==> config.mk <==
export PLATFORM = sky130hd
export DESIGN_NAME = fetch_mem_arbiter_flat
export DESIGN_NICKNAME = d
export VERILOG_FILES = /design/src/rtl/fetch_mem_arbiter_if.sv /design/src/rtl/fetch_mem_arbiter.sv /design/src/flat_wrapper.sv
export SDC_FILE = /design/constraint.sdc
export NUM_CORES = 1
export LEC_CHECK = 0
export ABC_AREA = 1
export BUFFER_PORTS_ARGS = -buffer_cell sky130_fd_sc_hd__buf_2
export CAP_MARGIN = 20
export CORE_ASPECT_RATIO = 0.75
export CORE_MARGIN = 2
export CORE_UTILIZATION = 47
export CTS_BUF_LIST = sky130_fd_sc_hd__clkbuf_4 sky130_fd_sc_hd__clkbuf_8
export DETAILED_ROUTE_END_ITERATION = 8
export MAX_ROUTING_LAYER = met4
export PLACE_DENSITY_LB_ADDON = 0.05
export SYNTH_ARGS = -nofsm -noshare
export SYNTH_HDL_FRONTEND = slang
export SYNTH_SLANG_ARGS = --single-unit
==> constraint.sdc <==
create_clock -name clk -period 2.1 [get_ports clk]
set_clock_uncertainty 0.15 [all_clocks]
set_input_delay 0.42 -clock clk [delete_from_list [all_inputs] [get_ports clk]]
set_output_delay 0.42 -clock clk [all_outputs]
set_load 0.01 [all_outputs]
==> src/rtl/fetch_mem_arbiter_if.sv <==
// fetch_mem_arbiter_if
// Bundles the fetch port, the load/store port and the shared memory port of
// the fetch/load-store memory arbiter.
//   master : arbiter view (takes requests and memory responses, drives
//            grants, completions and the memory request)
//   slave  : environment view (requesters plus memory model)
// Signals:
//   if_req/if_addr            fetch request and byte address
//   if_gnt/if_valid/if_rdata  fetch grant, completion pulse, read data
//   ls_req/ls_we/ls_addr/ls_wdata   load/store request and operands
//   ls_gnt/ls_valid/ls_rdata  load/store grant, completion pulse, load data
//   mem_req/mem_we/mem_addr/mem_wdata  shared memory request
//   mem_rdata/mem_valid       shared memory response
interface fetch_mem_arbiter_if;
    logic        if_req;
    logic [31:0] if_addr;
    logic        if_gnt;
    logic        if_valid;
    logic [31:0] if_rdata;

    logic        ls_req;
    logic        ls_we;
    logic [31:0] ls_addr;
    logic [31:0] ls_wdata;
    logic        ls_gnt;
    logic        ls_valid;
    logic [31:0] ls_rdata;

    logic        mem_req;
    logic        mem_we;
    logic [31:0] mem_addr;
    logic [31:0] mem_wdata;
    logic [31:0] mem_rdata;
    logic        mem_valid;

    modport master (
        input  if_req, if_addr,
        output if_gnt, if_valid, if_rdata,
        input  ls_req, ls_we, ls_addr, ls_wdata,
        output ls_gnt, ls_valid, ls_rdata,
        output mem_req, mem_we, mem_addr, mem_wdata,
        input  mem_rdata, mem_valid
    );

    modport slave (
        output if_req, if_addr,
        input  if_gnt, if_valid, if_rdata,
        output ls_req, ls_we, ls_addr, ls_wdata,
        input  ls_gnt, ls_valid, ls_rdata,
        input  mem_req, mem_we, mem_addr, mem_wdata,
        output mem_rdata, mem_valid
    );
endinterface

==> src/rtl/fetch_mem_arbiter.sv <==
// fetch_mem_arbiter
// Arbitrates an instruction-fetch port and a load/store port onto one shared
// memory port, one outstanding transaction at a time, with a response timeout.
// Ports:
//   clk    sole clock, rising edge
//   n_rst  synchronous active-low reset
//   bus    fetch_mem_arbiter_if.master (fetch, load/store and memory ports)
//   busy   high while a transaction is in flight (ISSUE/WAIT)
//   err    one-cycle pulse when a transaction times out
// Parameter:
//   TIMEOUT  wait cycles allowed for mem_valid after issue (1..255)
// Build option:
//   ARB_ROUND_ROBIN_EN  defined   -> alternate winner on simultaneous requests,
//                                    fetch first after reset
//                       undefined -> fixed priority, load/store beats fetch
//
// state | meaning
// IDLE  | no transaction; accept the next request, grant registered
// ISSUE | memory request presented with latched operands (one cycle)
// WAIT  | request held, counting cycles until mem_valid or timeout
module fetch_mem_arbiter #(
    parameter int unsigned TIMEOUT = 15
) (
    input  logic                clk,
    input  logic                n_rst,
    fetch_mem_arbiter_if.master bus,
    output logic                busy,
    output logic                err
);

    typedef enum logic [1:0] {IDLE, ISSUE, WAIT} state_t;

    localparam logic [7:0] TIMEOUT_TC = 8'(TIMEOUT);

    state_t      state_q, state_d;
    logic [7:0]  cnt_q, cnt_d;
    logic        owner_ls_q, owner_ls_d;
    logic        if_gnt_q, if_gnt_d, ls_gnt_q, ls_gnt_d;
    logic        if_valid_q, if_valid_d, ls_valid_q, ls_valid_d;
    logic [31:0] if_rdata_q, if_rdata_d, ls_rdata_q, ls_rdata_d;
    logic        mem_req_q, mem_req_d, mem_we_q, mem_we_d;
    logic [31:0] mem_addr_q, mem_addr_d, mem_wdata_q, mem_wdata_d;
    logic        err_q, err_d;
    logic        win_ls;
    logic        done;
    logic [31:0] done_rdata;
`ifdef ARB_ROUND_ROBIN_EN
    // 1 = load/store is preferred on the next simultaneous request
    logic        pref_ls_q, pref_ls_d;
`endif

    always_ff @(posedge clk) begin
        if (!n_rst) begin
            state_q     <= IDLE;
            cnt_q       <= '0;
            owner_ls_q  <= 1'b0;
            if_gnt_q    <= 1'b0;
            ls_gnt_q    <= 1'b0;
            if_valid_q  <= 1'b0;
            ls_valid_q  <= 1'b0;
            if_rdata_q  <= '0;
            ls_rdata_q  <= '0;
            mem_req_q   <= 1'b0;
            mem_we_q    <= 1'b0;
            mem_addr_q  <= '0;
            mem_wdata_q <= '0;
            err_q       <= 1'b0;
`ifdef ARB_ROUND_ROBIN_EN
            pref_ls_q   <= 1'b0;
`endif
        end else begin
            state_q     <= state_d;
            cnt_q       <= cnt_d;
            owner_ls_q  <= owner_ls_d;
            if_gnt_q    <= if_gnt_d;
            ls_gnt_q    <= ls_gnt_d;
            if_valid_q  <= if_valid_d;
            ls_valid_q  <= ls_valid_d;
            if_rdata_q  <= if_rdata_d;
            ls_rdata_q  <= ls_rdata_d;
            mem_req_q   <= mem_req_d;
            mem_we_q    <= mem_we_d;
            mem_addr_q  <= mem_addr_d;
            mem_wdata_q <= mem_wdata_d;
            err_q       <= err_d;
`ifdef ARB_ROUND_ROBIN_EN
            pref_ls_q   <= pref_ls_d;
`endif
        end
    end

    always_comb begin
        state_d     = state_q;
        cnt_d       = cnt_q;
        owner_ls_d  = owner_ls_q;
        if_gnt_d    = 1'b0;
        ls_gnt_d    = 1'b0;
        if_valid_d  = 1'b0;
        ls_valid_d  = 1'b0;
        if_rdata_d  = if_rdata_q;
        ls_rdata_d  = ls_rdata_q;
        mem_req_d   = mem_req_q;
        mem_we_d    = mem_we_q;
        mem_addr_d  = mem_addr_q;
        mem_wdata_d = mem_wdata_q;
        err_d       = 1'b0;
        done        = 1'b0;
        done_rdata  = '0;
`ifdef ARB_ROUND_ROBIN_EN
        pref_ls_d   = pref_ls_q;
        win_ls      = bus.ls_req && (!bus.if_req || pref_ls_q);
`else
        win_ls      = bus.ls_req;
`endif

        case (state_q)
            IDLE: begin
                if (bus.if_req || bus.ls_req) begin
                    state_d     = ISSUE;
                    cnt_d       = '0;
                    owner_ls_d  = win_ls;
                    if_gnt_d    = !win_ls;
                    ls_gnt_d    = win_ls;
                    mem_req_d   = 1'b1;
                    mem_we_d    = win_ls && bus.ls_we;
                    mem_addr_d  = win_ls ? bus.ls_addr : bus.if_addr;
                    mem_wdata_d = win_ls ? bus.ls_wdata : '0;
`ifdef ARB_ROUND_ROBIN_EN
                    pref_ls_d   = !win_ls;
`endif
                end
            end
            ISSUE: begin
                state_d = WAIT;
                cnt_d   = cnt_q + 8'd1;
            end
            WAIT: begin
                // A response arriving in the terminal-count cycle still wins.
                if (bus.mem_valid) begin
                    done       = 1'b1;
                    done_rdata = (owner_ls_q && mem_we_q) ? '0 : bus.mem_rdata;
                end else if (cnt_q == TIMEOUT_TC) begin
                    done       = 1'b1;
                    err_d      = 1'b1;
                end else begin
                    cnt_d      = cnt_q + 8'd1;
                end
            end
            default: state_d = IDLE;
        endcase

        if (done) begin
            state_d   = IDLE;
            cnt_d     = '0;
            mem_req_d = 1'b0;
            mem_we_d  = 1'b0;
            if (owner_ls_q) begin
                ls_valid_d = 1'b1;
                ls_rdata_d = done_rdata;
            end else begin
                if_valid_d = 1'b1;
                if_rdata_d = done_rdata;
            end
        end
    end

    assign bus.if_gnt    = if_gnt_q;
    assign bus.ls_gnt    = ls_gnt_q;
    assign bus.if_valid  = if_valid_q;
    assign bus.ls_valid  = ls_valid_q;
    assign bus.if_rdata  = if_rdata_q;
    assign bus.ls_rdata  = ls_rdata_q;
    assign bus.mem_req   = mem_req_q;
    assign bus.mem_we    = mem_we_q;
    assign bus.mem_addr  = mem_addr_q;
    assign bus.mem_wdata = mem_wdata_q;
    assign busy          = (state_q != IDLE);
    assign err           = err_q;

endmodule

==> src/flat_wrapper.sv <==
// flat-port wrapper written by rule: the top's interface ports become plain ports
module fetch_mem_arbiter_flat 
#(
    parameter int unsigned TIMEOUT = 15
)
  (clk, n_rst, busy, err, bus_if_req, bus_if_addr, bus_if_gnt, bus_if_valid, bus_if_rdata, bus_ls_req, bus_ls_we, bus_ls_addr, bus_ls_wdata, bus_ls_gnt, bus_ls_valid, bus_ls_rdata, bus_mem_req, bus_mem_we, bus_mem_addr, bus_mem_wdata, bus_mem_rdata, bus_mem_valid);
  fetch_mem_arbiter_if bus_i ();
  input  logic clk;
  input  logic n_rst;
  output logic busy;
  output logic err;
  input wire logic [$bits(bus_i.if_req)-1:0] bus_if_req;
  input wire logic [$bits(bus_i.if_addr)-1:0] bus_if_addr;
  output wire logic [$bits(bus_i.if_gnt)-1:0] bus_if_gnt;
  output wire logic [$bits(bus_i.if_valid)-1:0] bus_if_valid;
  output wire logic [$bits(bus_i.if_rdata)-1:0] bus_if_rdata;
  input wire logic [$bits(bus_i.ls_req)-1:0] bus_ls_req;
  input wire logic [$bits(bus_i.ls_we)-1:0] bus_ls_we;
  input wire logic [$bits(bus_i.ls_addr)-1:0] bus_ls_addr;
  input wire logic [$bits(bus_i.ls_wdata)-1:0] bus_ls_wdata;
  output wire logic [$bits(bus_i.ls_gnt)-1:0] bus_ls_gnt;
  output wire logic [$bits(bus_i.ls_valid)-1:0] bus_ls_valid;
  output wire logic [$bits(bus_i.ls_rdata)-1:0] bus_ls_rdata;
  output wire logic [$bits(bus_i.mem_req)-1:0] bus_mem_req;
  output wire logic [$bits(bus_i.mem_we)-1:0] bus_mem_we;
  output wire logic [$bits(bus_i.mem_addr)-1:0] bus_mem_addr;
  output wire logic [$bits(bus_i.mem_wdata)-1:0] bus_mem_wdata;
  input wire logic [$bits(bus_i.mem_rdata)-1:0] bus_mem_rdata;
  input wire logic [$bits(bus_i.mem_valid)-1:0] bus_mem_valid;
  assign bus_i.if_req = bus_if_req;
  assign bus_i.if_addr = bus_if_addr;
  assign bus_if_gnt = bus_i.if_gnt;
  assign bus_if_valid = bus_i.if_valid;
  assign bus_if_rdata = bus_i.if_rdata;
  assign bus_i.ls_req = bus_ls_req;
  assign bus_i.ls_we = bus_ls_we;
  assign bus_i.ls_addr = bus_ls_addr;
  assign bus_i.ls_wdata = bus_ls_wdata;
  assign bus_ls_gnt = bus_i.ls_gnt;
  assign bus_ls_valid = bus_i.ls_valid;
  assign bus_ls_rdata = bus_i.ls_rdata;
  assign bus_mem_req = bus_i.mem_req;
  assign bus_mem_we = bus_i.mem_we;
  assign bus_mem_addr = bus_i.mem_addr;
  assign bus_mem_wdata = bus_i.mem_wdata;
  assign bus_i.mem_rdata = bus_mem_rdata;
  assign bus_i.mem_valid = bus_mem_valid;
  fetch_mem_arbiter #(.TIMEOUT(TIMEOUT)) u_core (.clk(clk), .n_rst(n_rst), .bus(bus_i), .busy(busy), .err(err));
endmodule
==> flow_summary.toml, run 1 <==
[critical_path]
rrSetupSlack_ns = 0.25
required_ns = 1.53
critical_path_arrival_ns = 1.39
worst_setup_path_start_kind = "flip-flop"
path_max_fanout = 4
crit_path_end_kind = "primary output"
critPathKind = "flip-flop to primary output"

[timing]
tightest_slew_ns = 0.448
maxSlewViolCount = 0
fmax_ghz = 0.510
finalCritPeriodShare = 0.934
finalCriticalPeriod_ns = 1.96
hold_ws_ns = 0.0298
grt_setup_unrepaired = "no"
relSlewSlack = 0.701
setup_tns_ns = 0
setup_viol = 0
hold_viol = 0

[clock_network]
clkSinkCount = 146
cts_root_buf = "clkbuf_8"
cts_buffer_depth = 2
ctsHoldBuffers = 0
cts_setup_buffers = 0
htreeDepth = 4
path_clk_slew_ns = 0.09
cts_tree = "done"
clock_latency_ns = 0.42
cts_buffers = 17
cts_resized = 0

[power_and_ir_drop]
fin_total_pwr_uw = 6330
p_leak_uw = 0.00354
power.density_mw_per_mm2 = 862
peakVddDrop_mv = 0.410

[logic_synthesis]
yosys_warnings = 0
yosysSeqAreaShare = 0.531
synth_edf_count = 0
syn-num-nets = 772
ys_async_sr_fraction = 0
avgSynthCellArea_sq_um = 8.69
ys_seq_elements = 146
synth_cells = 634
synthTopCellsByArea = "dfxtp_1 53%, nand3_1 11%, nand2_1 7.4%, a32o_1 5.8%, a21oi_1 5.1%"
synth.most_common_cell = "dfxtp_1"
synth_area_leader_cell = "dfxtp_1"
synth_commonest_cells = "146 x dfxtp_1, 119 x nand3_1, 109 x nand2_1"
netlist_area_sq_mm = 0.00551
synth_cell_type_count = 27
yosysTopAreaCellShare = 0.531
synth_ff_type = "dfxtp_1"

[detailed_routing]
drtIter0Drc = 344
first_pass_iters = 5
drc_errors = 0
vias = 5599
post_drt_wl_per_cell_microns = 15.6
wirelength_microns = 16600
ant_nets = 0
vias_per_cell = 5.27

[floorplan]
fp.dieW_microns = 129
start_util = 0.478
ios = 270
die_area_sq_mm = 0.0126
die_h_microns = 97.7
coreArea_sq_mm = 0.0115
num_rows = 34

[flow_run]
maxCapViolations = 0

[global_route]
grt_usage = 0.267
overflow = 0
grt_pass1_vias = 5339
antenna_found_initial = 0
grt_pass1_wl_microns = 26100
grt_max_degree = 60

[final_layout]
final_nets = 1026
diodes = 0
area_growth_pct = 33.4
layout-drive-gt1-share = 0.366

[place]
place_congestion = 0.888
dp_hpwl_microns = 11900
portBuffers = 269

[outcome]
status = "finished clean"

[hold_path]
worstHoldPathType = "input pin to flip-flop"
[layout make-up]
| class | instances | area (sq um) |
|---|---|---|
| multi-input combinational | 412 | 2220 |
| timing repair buffer | 285 | 1540 |
| inverter | 26 | 97.6 |
| clock inverter | 13 | 114 |
| fill | 1025 | 4180 |
| clock buffer | 18 | 248 |
| sequential | 146 | 2920 |
| tap | 162 | 203 |
[power breakdown]
part	internal (uW)	switching, uW	total [uW]	leakage [uW]
sequential	2970	116	3090	0.00119
clock	956	1050	2010	0.000173
combinational	491	745	1240	0.00218
[flip-flops by register name (all words and copies together) (netlist names)]
signal                flops
u_core.bus.ls_valid       1
u_core.bus.ls_gnt         1
u_core.bus.if_valid       1
u_core.bus.mem_addr      32
u_core.bus.mem_we         1
u_core.err                1
u_core.bus.if_gnt         1
u_core.bus.mem_wdata     32
u_core.cnt_q              8
u_core.state_q            2
u_core.bus.ls_rdata      32
u_core.owner_ls_q         1
u_core.bus.mem_req        1
u_core.bus.if_rdata      32
[metal layers]
layer  wire length [microns]  GRT usage  vias up
met5                       0          -        -
met4                     310     0.0903        0
met3                    1030     0.0603       27
met2                    8170      0.444      211
met1                    7080      0.320     2620
li1                        -          -     2741
[cells by family after synthesis]
family,count (synthesis),share of synthesized area
adder cells (fa/ha/maj),4,0.00909
buffers and inverters,76,0.0659
flip-flops,146,0.531
AO/OA/AOI/OAI,150,0.184
AND/OR/NAND/NOR,258,0.210
[critical path, stage by stage (launching register included)]
cell and delay, ns:
dfxtp_1 0.37, inv_1 0.08, ha_1 0.27, inv_1 0.10, buf_2 0.15
[cells in the final DEF, fill, tap and decap left out, drive strengths merged, types with 2 or more instances in the layout]
cell type,count
buf,285
nand3,120
clkinv,6
a32o,32
nand2,112
nand4,2
a21oi,56
ha,4
nor2,20
o21ai,26
clkbuf,18
dfxtp,146
a22oi,34
inv,27
clkinvlp,5
nor3,3
[worst paths after layout]
path,depth (start not counted),startpoint,endpoint
max reg2reg,7,u_core.state_q[0]$_SDFFE_PP0P_,u_core.bus.if_rdata[30]$_SDFFE_PN0P_
min reg2reg,2,u_core.bus.if_rdata[4]$_SDFFE_PN0P_,u_core.bus.if_rdata[4]$_SDFFE_PN0P_
max,4,u_core.state_q[0]$_SDFFE_PP0P_,busy
min,3,bus_if_addr[4],u_core.bus.mem_addr[4]$_SDFFE_PN0P_
[metrics by stage]
stage | std cells | setup WS [ns] | utilization | cell area [sq um]
after floorplan | 634 | 0.513 | - | 5510
after global placement | 1031 | 0.283 | 0.606 | 6990
after detailed placement | 1031 | 0.242 | 0.606 | 6990
after CTS | 1062 | 0.120 | 0.637 | 7350
after global routing | 1062 | 0.0309 | 0.637 | 7350
final | 1062 | 0.139 | 0.637 | 7350
Note: power is estimated with default switching activity, not from simulation.
==> run 2: changes to the inputs <==
- CORE_ASPECT_RATIO: 0.75 -> 1.1
==> run 2 against run 1 <==
Clock power about the same. Register-to-register slack lost 0.12 ns. Worst setup slack got worse by 0.0068 ns. Via count grew 1.9%. Global-route usage grew 1.3 points. Die area about the same. Hold slack improved by 0.0090 ns. Largest cell class unchanged. Largest power group unchanged.
==> flow_summary.toml, run 2 (synthesized netlist as in run 1, its figures left out) <==
[final_layout]
area_growth_pct = 32.5
layout-drive-gt1-share = 0.367
final_cells = 1051
final_common_cell = "buf_2"
fillers = 1054
final_nets = 1026
fin_util = 0.638
diodes = 0
final_cell_mix = "269 x buf_2, 146 x dfxtp_1, 119 x nand3_1, 109 x nand2_1, 56 x a21oi_1"

[power_and_ir_drop]
fin_total_pwr_uw = 6350
p_seq_frac = 0.487
swShare = 0.303
p_leak_uw = 0.00353
clock_power_share = 0.317
p_int_uw = 4430
power_frac_comb = 0.195
power.switching_uw = 1920
peakVddDrop_mv = 0.375
power.density_mw_per_mm2 = 871

[detailed_routing]
drc_errors = 0
drtIter0Drc = 482
ant_nets = 0
vias = 5705
first_pass_iters = 5
post_drt_wl_per_cell_microns = 16.7
vias_per_cell = 5.43
wirelength_microns = 17500

[outcome]
status = "finished clean"

[critical_path]
path_delay_family = "buffers and inverters"
critical_path_arrival_ns = 2.17
critPathMaxStageDelay_ns = 0.48
crit_chain = "inv_1 > ha_1 > nand2_1 > inv_2 > a22oi_1 > o21ai_0"
cp_slowest_cell = "inv_2"
worst_setup_path_start_kind = "flip-flop"
critPathKind = "flip-flop to flip-flop"
required_ns = 2.30
cp_num_buf_inv = 2
crit_path_end_kind = "flip-flop"
path_max_fanout = 33
rrSetupSlack_ns = 0.13

[floorplan]
die_area_sq_mm = 0.0126
ios = 270
start_util = 0.481
fp.dieW_microns = 107
die_h_microns = 118
coreArea_sq_mm = 0.0114
num_rows = 41

[clock_network]
clock_latency_ns = 0.43
cts_buffers = 17
cts_root_buf = "clkbuf_8"
htreeDepth = 4
cts_buffer_depth = 2
path_clk_slew_ns = 0.08
clkSinkCount = 146
cts_tree = "done"

[timing]
fmax_ghz = 0.508
grt_setup_unrepaired = "yes"
finalCriticalPeriod_ns = 1.97
tightest_slew_ns = 0.666
setup_viol = 0
finalCritPeriodShare = 0.937
relSlewSlack = 0.554
hold_ws_ns = 0.0389
hold_viol = 0
setup_ws_ns = 0.133
maxSlewViolCount = 0

[global_route]
overflow = 0
antenna_found_initial = 0
grt_pass1_vias = 5414
grt_max_degree = 65
grt_pass1_wl_microns = 27200
grt_usage = 0.280

[place]
dp_hpwl_microns = 12800
portBuffers = 269
place_inst = 1017
place_congestion = 0.883
pre_cts_slack_ns = 0.00672

[hold_path]
worstHoldPathType = "input pin to flip-flop"

[flow_run]
maxCapViolations = 0
-- run 2: through the flow --
| stage | area (sq um) | setup TNS (ns) |
|---|---|---|
| 2_1_floorplan | 5510 | 0 |
| 3_3_place_gp | 6910 | 0 |
| 3_5_place_dp | 6910 | 0 |
| 4_1_cts | 7270 | 0 |
| 5_1_grt | 7290 | -0.00325 |
| 6_report | 7290 | 0 |
-- run 2: per-layer routing --
layer  vias up  part of all wire  GRT usage
met2       263              0.51      0.469
met5         -                 0          -
met4         0             0.018     0.0885
met3        21             0.095     0.0886
li1       2737                 -          -
met1      2684              0.38      0.316
-- run 2: timing repair --
item,4_1_cts,5_1_grt
hold buffers,0,0
setup endpoints to repair,0,4
setup buffers,0,2
gates resized for setup,0,2
-- run 2: path summary, 6_finish.rpt --
check,depth (start not counted),endpoint,from
hold / removal,3,u_core.bus.mem_addr[4]$_SDFFE_PN0P_,bus_if_addr[4]
setup reg to reg,6,u_core.bus.mem_addr[5]$_SDFFE_PN0P_,u_core.state_q[0]$_SDFFE_PP0P_
setup / recovery,6,u_core.bus.mem_addr[5]$_SDFFE_PN0P_,u_core.state_q[0]$_SDFFE_PP0P_
hold reg to reg,2,u_core.bus.if_rdata[7]$_SDFFE_PN0P_,u_core.bus.if_rdata[7]$_SDFFE_PN0P_
-- run 2: power by group through the flow --
stage | sequential (uW) | clock, uW | combinational [uW]
global placement | 3150 | 0 | 1190
floorplan | 3220 | 0 | 655
detailed placement | 3150 | 0 | 1220
CTS | 3090 | 2060 | 1220
finish | 3090 | 2020 | 1240
global route | 3110 | 2210 | 1360
-- run 2: tightest hold or removal path, delay by kind of cell --
kind                   cells  cell delay, ns
and+or+nand+nor            1            0.04
AOI/OAI and AO/OA          1            0.05
buffers and inverters      1            0.08
-- run 2: cell type report --
| cell class | instances | area, sq um | area share |
|---|---|---|---|
| Clock buffer | 19 | 255 | 0.0350 |
| Inverter | 26 | 101 | 0.0139 |
| Tap cell | 150 | 188 | 0.0257 |
| Sequential cell | 146 | 2920 | 0.401 |
| Timing Repair Buffer | 285 | 1500 | 0.205 |
| Clock inverter | 13 | 111 | 0.0153 |
| Multi-Input combinational cell | 412 | 2220 | 0.304 |
